===== src/rtl/life_grid_engine.sv =====
// 8x8 Game-of-Life engine: row-wise seed loading, single-edge whole-grid steps,
// generation counting and stable/extinct detection with automatic halt.
module life_grid_engine #(
    parameter int unsigned GEN_W = 8
) (
    input  logic             clk,
    input  logic             reset_n,
    input  logic             load_valid,
    output logic             load_ready,
    input  logic [2:0]       load_row,
    input  logic [7:0]       load_data,
    input  logic             start,
    input  logic             pause,
    input  logic             step_tick,
    input  logic             wrap_en,
    output logic [63:0]      grid,
    output logic [1:0]       state,
    output logic [GEN_W-1:0] generation,
    output logic             stable,
    output logic             extinct
);

    localparam int unsigned CELLS = 64;
    localparam int unsigned SIDE  = 8;

    typedef enum logic [1:0] {
        ST_IDLE = 2'b00,
        ST_BAD  = 2'b01,
        ST_RUN  = 2'b10,
        ST_HALT = 2'b11
    } state_t;

    state_t             state_q, state_d;
    logic [CELLS-1:0]   grid_q, grid_d, next_grid;
    logic [GEN_W-1:0]   gen_q, gen_d;
    logic               stable_q, stable_d;
    logic               extinct_q, extinct_d;

    // Cell lookup with either toroidal wrap or dead cells beyond the border.
    function automatic logic cell_at(input logic [CELLS-1:0] g, input int r, input int c,
                                     input logic wrap);
        int rr;
        int cc;
        rr = (r + int'(SIDE)) % int'(SIDE);
        cc = (c + int'(SIDE)) % int'(SIDE);
        if (!wrap && (r < 0 || r >= int'(SIDE) || c < 0 || c >= int'(SIDE)))
            return 1'b0;
        return g[6'(8 * rr + cc)];
    endfunction

    // Full-grid next generation from the registered grid.
    always_comb begin
        logic [3:0] cnt;
        logic       alive;
        next_grid = '0;
        cnt       = '0;
        alive     = 1'b0;
        for (int r = 0; r < int'(SIDE); r++) begin
            for (int c = 0; c < int'(SIDE); c++) begin
                cnt = '0;
                for (int dr = -1; dr <= 1; dr++) begin
                    for (int dc = -1; dc <= 1; dc++) begin
                        if (dr != 0 || dc != 0)
                            cnt = cnt + {3'b000, cell_at(grid_q, r + dr, c + dc, wrap_en)};
                    end
                end
                alive = grid_q[6'(8 * r + c)];
                next_grid[6'(8 * r + c)] = (alive && (cnt == 4'd2 || cnt == 4'd3)) ||
                                           (!alive && cnt == 4'd3);
            end
        end
    end

    assign load_ready = (state_q == ST_IDLE) || (state_q == ST_HALT);

    // Next-state and register-input logic.
    always_comb begin
        state_d   = state_q;
        grid_d    = grid_q;
        gen_d     = gen_q;
        stable_d  = stable_q;
        extinct_d = extinct_q;
        case (state_q)
            ST_IDLE, ST_HALT: begin
                if (load_valid)
                    grid_d[{load_row, 3'b000} +: 8] = load_data;
                if (start) begin
                    state_d   = ST_RUN;
                    gen_d     = '0;
                    stable_d  = 1'b0;
                    extinct_d = 1'b0;
                end
            end
            ST_RUN: begin
                if (step_tick && !pause) begin
                    grid_d    = next_grid;
                    gen_d     = (gen_q == '1) ? gen_q : gen_q + GEN_W'(1);
                    stable_d  = (next_grid == grid_q);
                    extinct_d = (next_grid == '0);
                    if (stable_d || extinct_d)
                        state_d = ST_HALT;
                end
            end
            default: state_d = ST_IDLE;
        endcase
    end

    always_ff @(posedge clk or negedge reset_n) begin
        if (!reset_n) begin
            state_q   <= ST_IDLE;
            grid_q    <= '0;
            gen_q     <= '0;
            stable_q  <= 1'b0;
            extinct_q <= 1'b0;
        end else begin
            state_q   <= state_d;
            grid_q    <= grid_d;
            gen_q     <= gen_d;
            stable_q  <= stable_d;
            extinct_q <= extinct_d;
        end
    end

    assign grid       = grid_q;
    assign state      = state_q;
    assign generation = gen_q;
    assign stable     = stable_q;
    assign extinct    = extinct_q;

endmodule


===== config.mk =====
export PLATFORM = sky130hd
export DESIGN_NAME = life_grid_engine
export DESIGN_NICKNAME = d
export VERILOG_FILES = /design/src/rtl/life_grid_engine.sv
export SDC_FILE = /design/constraint.sdc
export NUM_CORES = 1
export LEC_CHECK = 0
export BUFFER_PORTS_ARGS = -buffer_cell sky130_fd_sc_hd__buf_2
export CORE_AREA = 5 5 125 156
export DETAILED_ROUTE_END_ITERATION = 8
export DIE_AREA = 0 0 130 161
export PLACE_DENSITY = 0.71
export SETUP_SLACK_MARGIN = 0.3
export SLEW_MARGIN = 0
export SYNTH_ARGS = -nofsm -noshare
export SYNTH_HDL_FRONTEND = slang
export SYNTH_SLANG_ARGS = --single-unit

===== constraint.sdc =====
create_clock -name clk -period 5.8 [get_ports clk]
set_input_delay 0.58 -clock clk [delete_from_list [all_inputs] [get_ports clk]]
set_output_delay 0.58 -clock clk [all_outputs]
set_load 0.05 [all_outputs]

**After elaboration in Yosys (flattened, before gate mapping)**

Cells that the tools add are included.

- Flip-flop bits (word level): 76
- Bits of input ports: 18
- Output and inout port bits: 77
- Logic and storage cells: 378

- $add $sub $neg: 156
- Equality and inequality tests: 57
- Shift operators: 2
- Muxes and demuxes: 26
- Reduce and logical (&&, ||, !) cells: 132

Operator list:

| operator | count |
|---|---|
| 4-bit by 1-bit adder with 4-bit output | 103 |
| 4-bit by 2-bit equality test with 1-bit output (second input constant) | 48 |
| 64-bit 2-to-1 mux | 2 |
| 64-bit one-hot mux with 2 select lines | 1 |
| 3-bit by 1-bit adder with 4-bit output | 17 |
| 64-bit bitwise mux | 1 |
| 24-bit by 64-bit equality test with 1-bit output | 1 |
| 64-bit zero test | 1 |
| 8-bit by 8-bit variable shift with 64-bit output (first input constant) | 1 |
| 8-bit by 8-bit variable part select with 64-bit output | 1 |
| 2-bit by 1-bit adder with 3-bit output | 17 |
| 1-bit logical OR | 50 |
| 1-bit logical AND | 49 |
| 1-bit by 1-bit adder with 2-bit output | 17 |
| 1-bit zero test | 25 |
| 8-bit 2-to-1 mux | 3 |
| 8-bit one-hot mux with 2 select lines | 1 |
| 1-bit 2-to-1 mux | 12 |
| 2-bit != test (second input constant) | 5 |
| 3-bit AND reduction | 3 |
| 8-bit by 1-bit adder with 8-bit output (second input constant) | 1 |
| 8-bit equality test (second input constant) | 1 |
| 6-bit negation with 8-bit output | 1 |
| 2-bit 2-to-1 mux | 3 |
| other kinds (7) | 9 |

**Longest topological paths before layout**

- Depth after elaboration: 17
- Depth in mapped cells: 14
- Mapped depth without buffers: 14

**Least setup slack after synthesis**

Ideal clock, no wire load.

- Path kind: flip-flop to flip-flop
- From: reg grid_q[10] (netlist: grid[10])
- To: reg state_q[0] (netlist: state[0])
- Setup time: 0.104 ns
- Data arrival time: 4.764 ns
- Required time: 5.696 ns
- Setup slack: 0.933 ns
- Stages on the path, launching flop included: 15
- Buffers on the path: 0
- Clock period less this slack: 4.867 ns
- Cell sequence: dfrtp_1 -> inv_1 -> fa_1 -> fa_1 -> fa_1 -> inv_1 -> ha_1 -> fa_1 -> a21boi_1 -> a22oi_1 -> o22ai_1 -> or4_4 -> nor4_4 -> a21oi_2 -> o41ai_2

- Word-level cells in the longest chain between the ends: 15
- Elaborated cells on any way between the ends: 92
- Classes of those cells: add/sub: 35; eq/ne: 18; reduce/logical: 39

Ends and longest elaborated chain:

| what | line | text |
|---|---|---|
| from (decl) | 34 | `logic [CELLS-1:0] grid_q, grid_d, next_grid;` |
| from (signal assigned) | 117 | `grid_q <= grid_d;` |
| 1-bit by 1-bit adder with 2-bit output | 64 | `cnt = cnt + {3'b000, cell_at(grid_q, r + dr, c + dc, wrap_en)};` |
| 2-bit by 1-bit adder with 3-bit output | 64 |  |
| 3-bit by 1-bit adder with 4-bit output | 64 |  |
| 4-bit by 1-bit adder with 4-bit output (4 in series) | 64 |  |
| 4-bit by 2-bit equality test with 1-bit output, on equally long branches | 68, 69 |  |
| 1-bit logical OR | 68 | `next_grid[6'(8 * r + c)] = (alive && (cnt == 4'd2 \|\| cnt == 4'd3)) \|\|` |
| 1-bit logical AND | 68 |  |
| 1-bit logical OR | 68 |  |
| 24-bit by 64-bit equality test with 1-bit output / 64-bit zero test (equally long branches) | 98, 99 |  |
| 1-bit logical OR (*) | 100 | `if (stable_d \|\| extinct_d)` |
| 2-bit != test (no line) (*) | - |  |
| 3-bit AND reduction (no line) (*) | - |  |
| to (signal assigned) | 116 | `state_q <= state_d;` |
| to (decl) | 33 | `state_t state_q, state_d;` |

Mark *: on every way between the ends. The rest lies on a longest branch, timed or not.
A chain may end at the register's enable or synchronous reset.

**Worst setup path after layout**

- From: reg grid_q[12] (netlist: grid[12])
- To: reg state_q[0] (netlist: state[0])

The elaborated chain is that of the path after synthesis.

==> flow_summary_export.csv <==
group,metric,value,unit
outcome,status,"complete, no violations",
drt,detail_route.wl_per_cell,21.91,µm
global_routing,grt_pass1_vias,7338,
clock_network,clk_path_buf_depth,2,
final_layout,final_common_cell,"inv_1",
setup_path,worstPathCellList,"inv_1 -> fa_1 -> fa_1 -> fa_1 -> inv_1 -> ha_1 -> fa_1 -> nand2b_1 -> o2111ai_1 -> a221o_1 -> or3_4 -> nor4_4 -> a21oi_2 -> o41ai_2",
timing,tightest_slew,1061,ps
timing,slew_headroom,29.29,%
drt,postRouteAntennaNets,0,
yosys,netlist_area,7851,µm²
drt,firstDrtPassIters,5,
global_routing,track_usage,24.81,%
place,numPortBuffers,94,
global_routing,antenna_found_initial,0,
min_path,hp-class,"in -> async",
floorplan,rows,55,
global_routing,grt-ovfl-total,0,
place,hpwl,19760,µm
yosys,yosys_warnings,0,
clock_network,cts_num_sinks,76,
clock_network,cts_tree,"yes",
floorplan,ioPinCount,95,
clock_network,postCtsHoldBufs,0,
clock_network,clkTransAtPathRegs,70,ps
yosys,syn_area_per_cell,9.358,µm²
timing,fin_crit,5059,ps
final_layout,final_cell_mix,"118 x inv_1, 93 x buf_2, 80 x fa_1",
setup_path,path_class,"reg -> reg",
floorplan,fp.dieH,161,µm
yosys,synthArstFlopShare,100.0,%
floorplan,die-area,20930,µm²
drt,via_per_inst,6.052,
setup_path,crit_top_cell,"fa_1",
clock_network,clockRootBuffer,"clkbuf_16",
clock_network,htreeDepth,3,
timing,period_share,87.23,%
timing,setup_viol,0,
floorplan,core,17890,µm²
clock_network,cts_buffers,9,
setup_path,ff2ff_path_depth,14,
floorplan,die_w,130,µm
place,gp_congestion,0.9839,
setup_path,end_kind,"flip-flop",
timing,setup_tns,0,ps
yosys,yosysUniqueCellTypes,73,
yosys,synth_edf_count,0,
setup_path,crit_arrival,5300,ps
timing,slew_viol_final,0,
setup_path,startpoint_type,"flip-flop",
drt,finalWirelength,25400,µm
floorplan,initial_utilization,43.88,%
setup_path,r2r_end,"state[0]",
global_routing,grt_pass1_wl,40100,µm
setup_path,r2r_slack,740,ps
setup_path,max_stage_delay,540,ps
yosys,synth_seq_cells,76,
final_layout,antenna_cells,0,
global_routing,grt_max_degree,77,
setup_path,cp_max_fo,9,
timing,clock.fmax,197.7,MHz
setup_path,cp_slowest_cell,"fa_1",
job,drv_cap,0,
clock_network,post_cts_resized,0,
final_layout,fill_cells,1741,
timing,finalHoldViolCount,0,
yosys,synth_cells,839,
final_layout,drive_gt1_share,15.04,%
clock_network,postCtsSetupBuffers,0,
final_layout,multi_input_area,5366,µm²
final_layout,area_delta_synth_final,12.32,%
setup_path,r2r-start,"grid[12]",
timing,rsz0062_at_grt,"no",
final_layout,fin_nets,1085,
yosys,yosysSeqAreaShare,24.22,%
drt,dr_total_vias,7014,
yosys,synth_nets,998,
clock_network,clk_latency,340,ps
setup_path,critPathRequiredTime,6040,ps
drt,drt_iter0_drc,566,
yosys,ys.flop_type,"dfrtp_1",
timing,fin_worst_skew,8.999,ps
final_layout,register_area,1902,µm²
drt,drc_errors,0,
==> how the worst max path moves through the flow <==
stage | cells after the start | to | from | slack (ps)
after CTS | 14 | state[0] | grid[12] | 750
after global routing | 14 | state[0] | grid[12] | 550
after detailed placement | 14 | state[0] | grid[12] | 780
after floorplan | 14 | state[0] | grid[10] | 930
after global placement | 14 | state[0] | grid[12] | 860
final | 14 | state[0] | grid[12] | 740
==> flip-flops by register name, summed over array words and instances (netlist names) <==
signal      flops
stable          1
extinct         1
grid           64
state           2
generation      8
==> per-layer routing <==
| metal | track usage, % | vias up | routed length [µm] |
|---|---|---|---|
| met1 | 31.39 | 3465 | 9887 |
| met3 | 4.962 | 85 | 2025 |
| met5 | 0 | - | 0 |
| met2 | 40.29 | 329 | 12160 |
| li1 | - | 3135 | - |
| met4 | 12.15 | 0 | 1323 |
==> layout make-up <==
| class | count | share of cell area [%] |
|---|---|---|
| Clock buffer | 10 | 2.710 |
| Clock inverter | 6 | 0.6101 |
| Sequential cell | 76 | 21.57 |
| Multi-Input combinational cell | 618 | 60.85 |
| Tap cell | 228 | 3.235 |
| Timing Repair Buffer | 100 | 5.874 |
| Inverter | 121 | 5.150 |
==> stage by stage <==
stage / std cells / setup slack (ps) / utilization [%] / area [µm²] / hold WS [ps]
final: 1159 / 740.8 / 49.29 / 8818 / 384.4
after global routing: 1159 / 546.3 / 49.29 / 8818 / 496.5
after CTS: 1159 / 750.0 / 49.29 / 8818 / 456.1
after detailed placement: 1143 / 776.3 / 47.65 / 8526 / 473.7
after global placement: 1143 / 862.0 / 47.65 / 8526 / 455.0
after floorplan: 839 / 932.5 / - / 7851 / 284.4
==> critical path, delay by kind of cell (launching register included) <==
family	cells	cell delay [ps]
and+or+nand+nor	3	890
buffers and inverters	2	520
AOI/OAI and AO/OA	4	850
adders and majority gates	5	2210
DFF	1	470
==> synthesized netlist by cell type, types with 6 or more instances <==
cell / instances / area (µm²)
nand3_1: 8 / 40.04
ha_1: 61 / 763.2
nor3_1: 8 / 40.04
nand2_1: 60 / 225.2
nand2b_1: 18 / 112.6
clkbuf_1: 21 / 78.83
nor4_1: 14 / 87.58
nand4_1: 11 / 68.82
nor3b_1: 7 / 52.55
nor2_1: 48 / 180.2
nor2b_1: 15 / 93.84
nand3b_1: 8 / 60.06
o21ai_1: 20 / 100.1
o22ai_1: 22 / 137.6
inv_1: 118 / 442.9
fa_1: 80 / 1602
a22oi_1: 33 / 247.7
dfrtp_1: 76 / 1902
and3b_1: 12 / 105.1
a21oi_1: 33 / 165.2
o21ai_0: 40 / 200.2
a22o_1: 24 / 210.2
mux2i_1: 6 / 60.06
==> cell families (layout without fill, tap and decap cells) <==
| logic type | count (synthesis) | in the layout | synth area share, % |
|---|---|---|---|
| buffers and inverters | 145 | 237 | 7.426 |
| AND/OR/NAND/NOR | 252 | 252 | 18.65 |
| adder cells (fa/ha/maj) | 141 | 141 | 30.12 |
| multiplexers | 7 | 7 | 0.9084 |
| flip-flops | 76 | 76 | 24.22 |
| XOR/XNOR | 5 | 5 | 0.5577 |
| AO/OA/AOI/OAI | 213 | 213 | 18.12 |
Power is left out: the tool's default activity adds up to more than one toggle a clock period on the data nets, which glitch-free logic cannot reach.
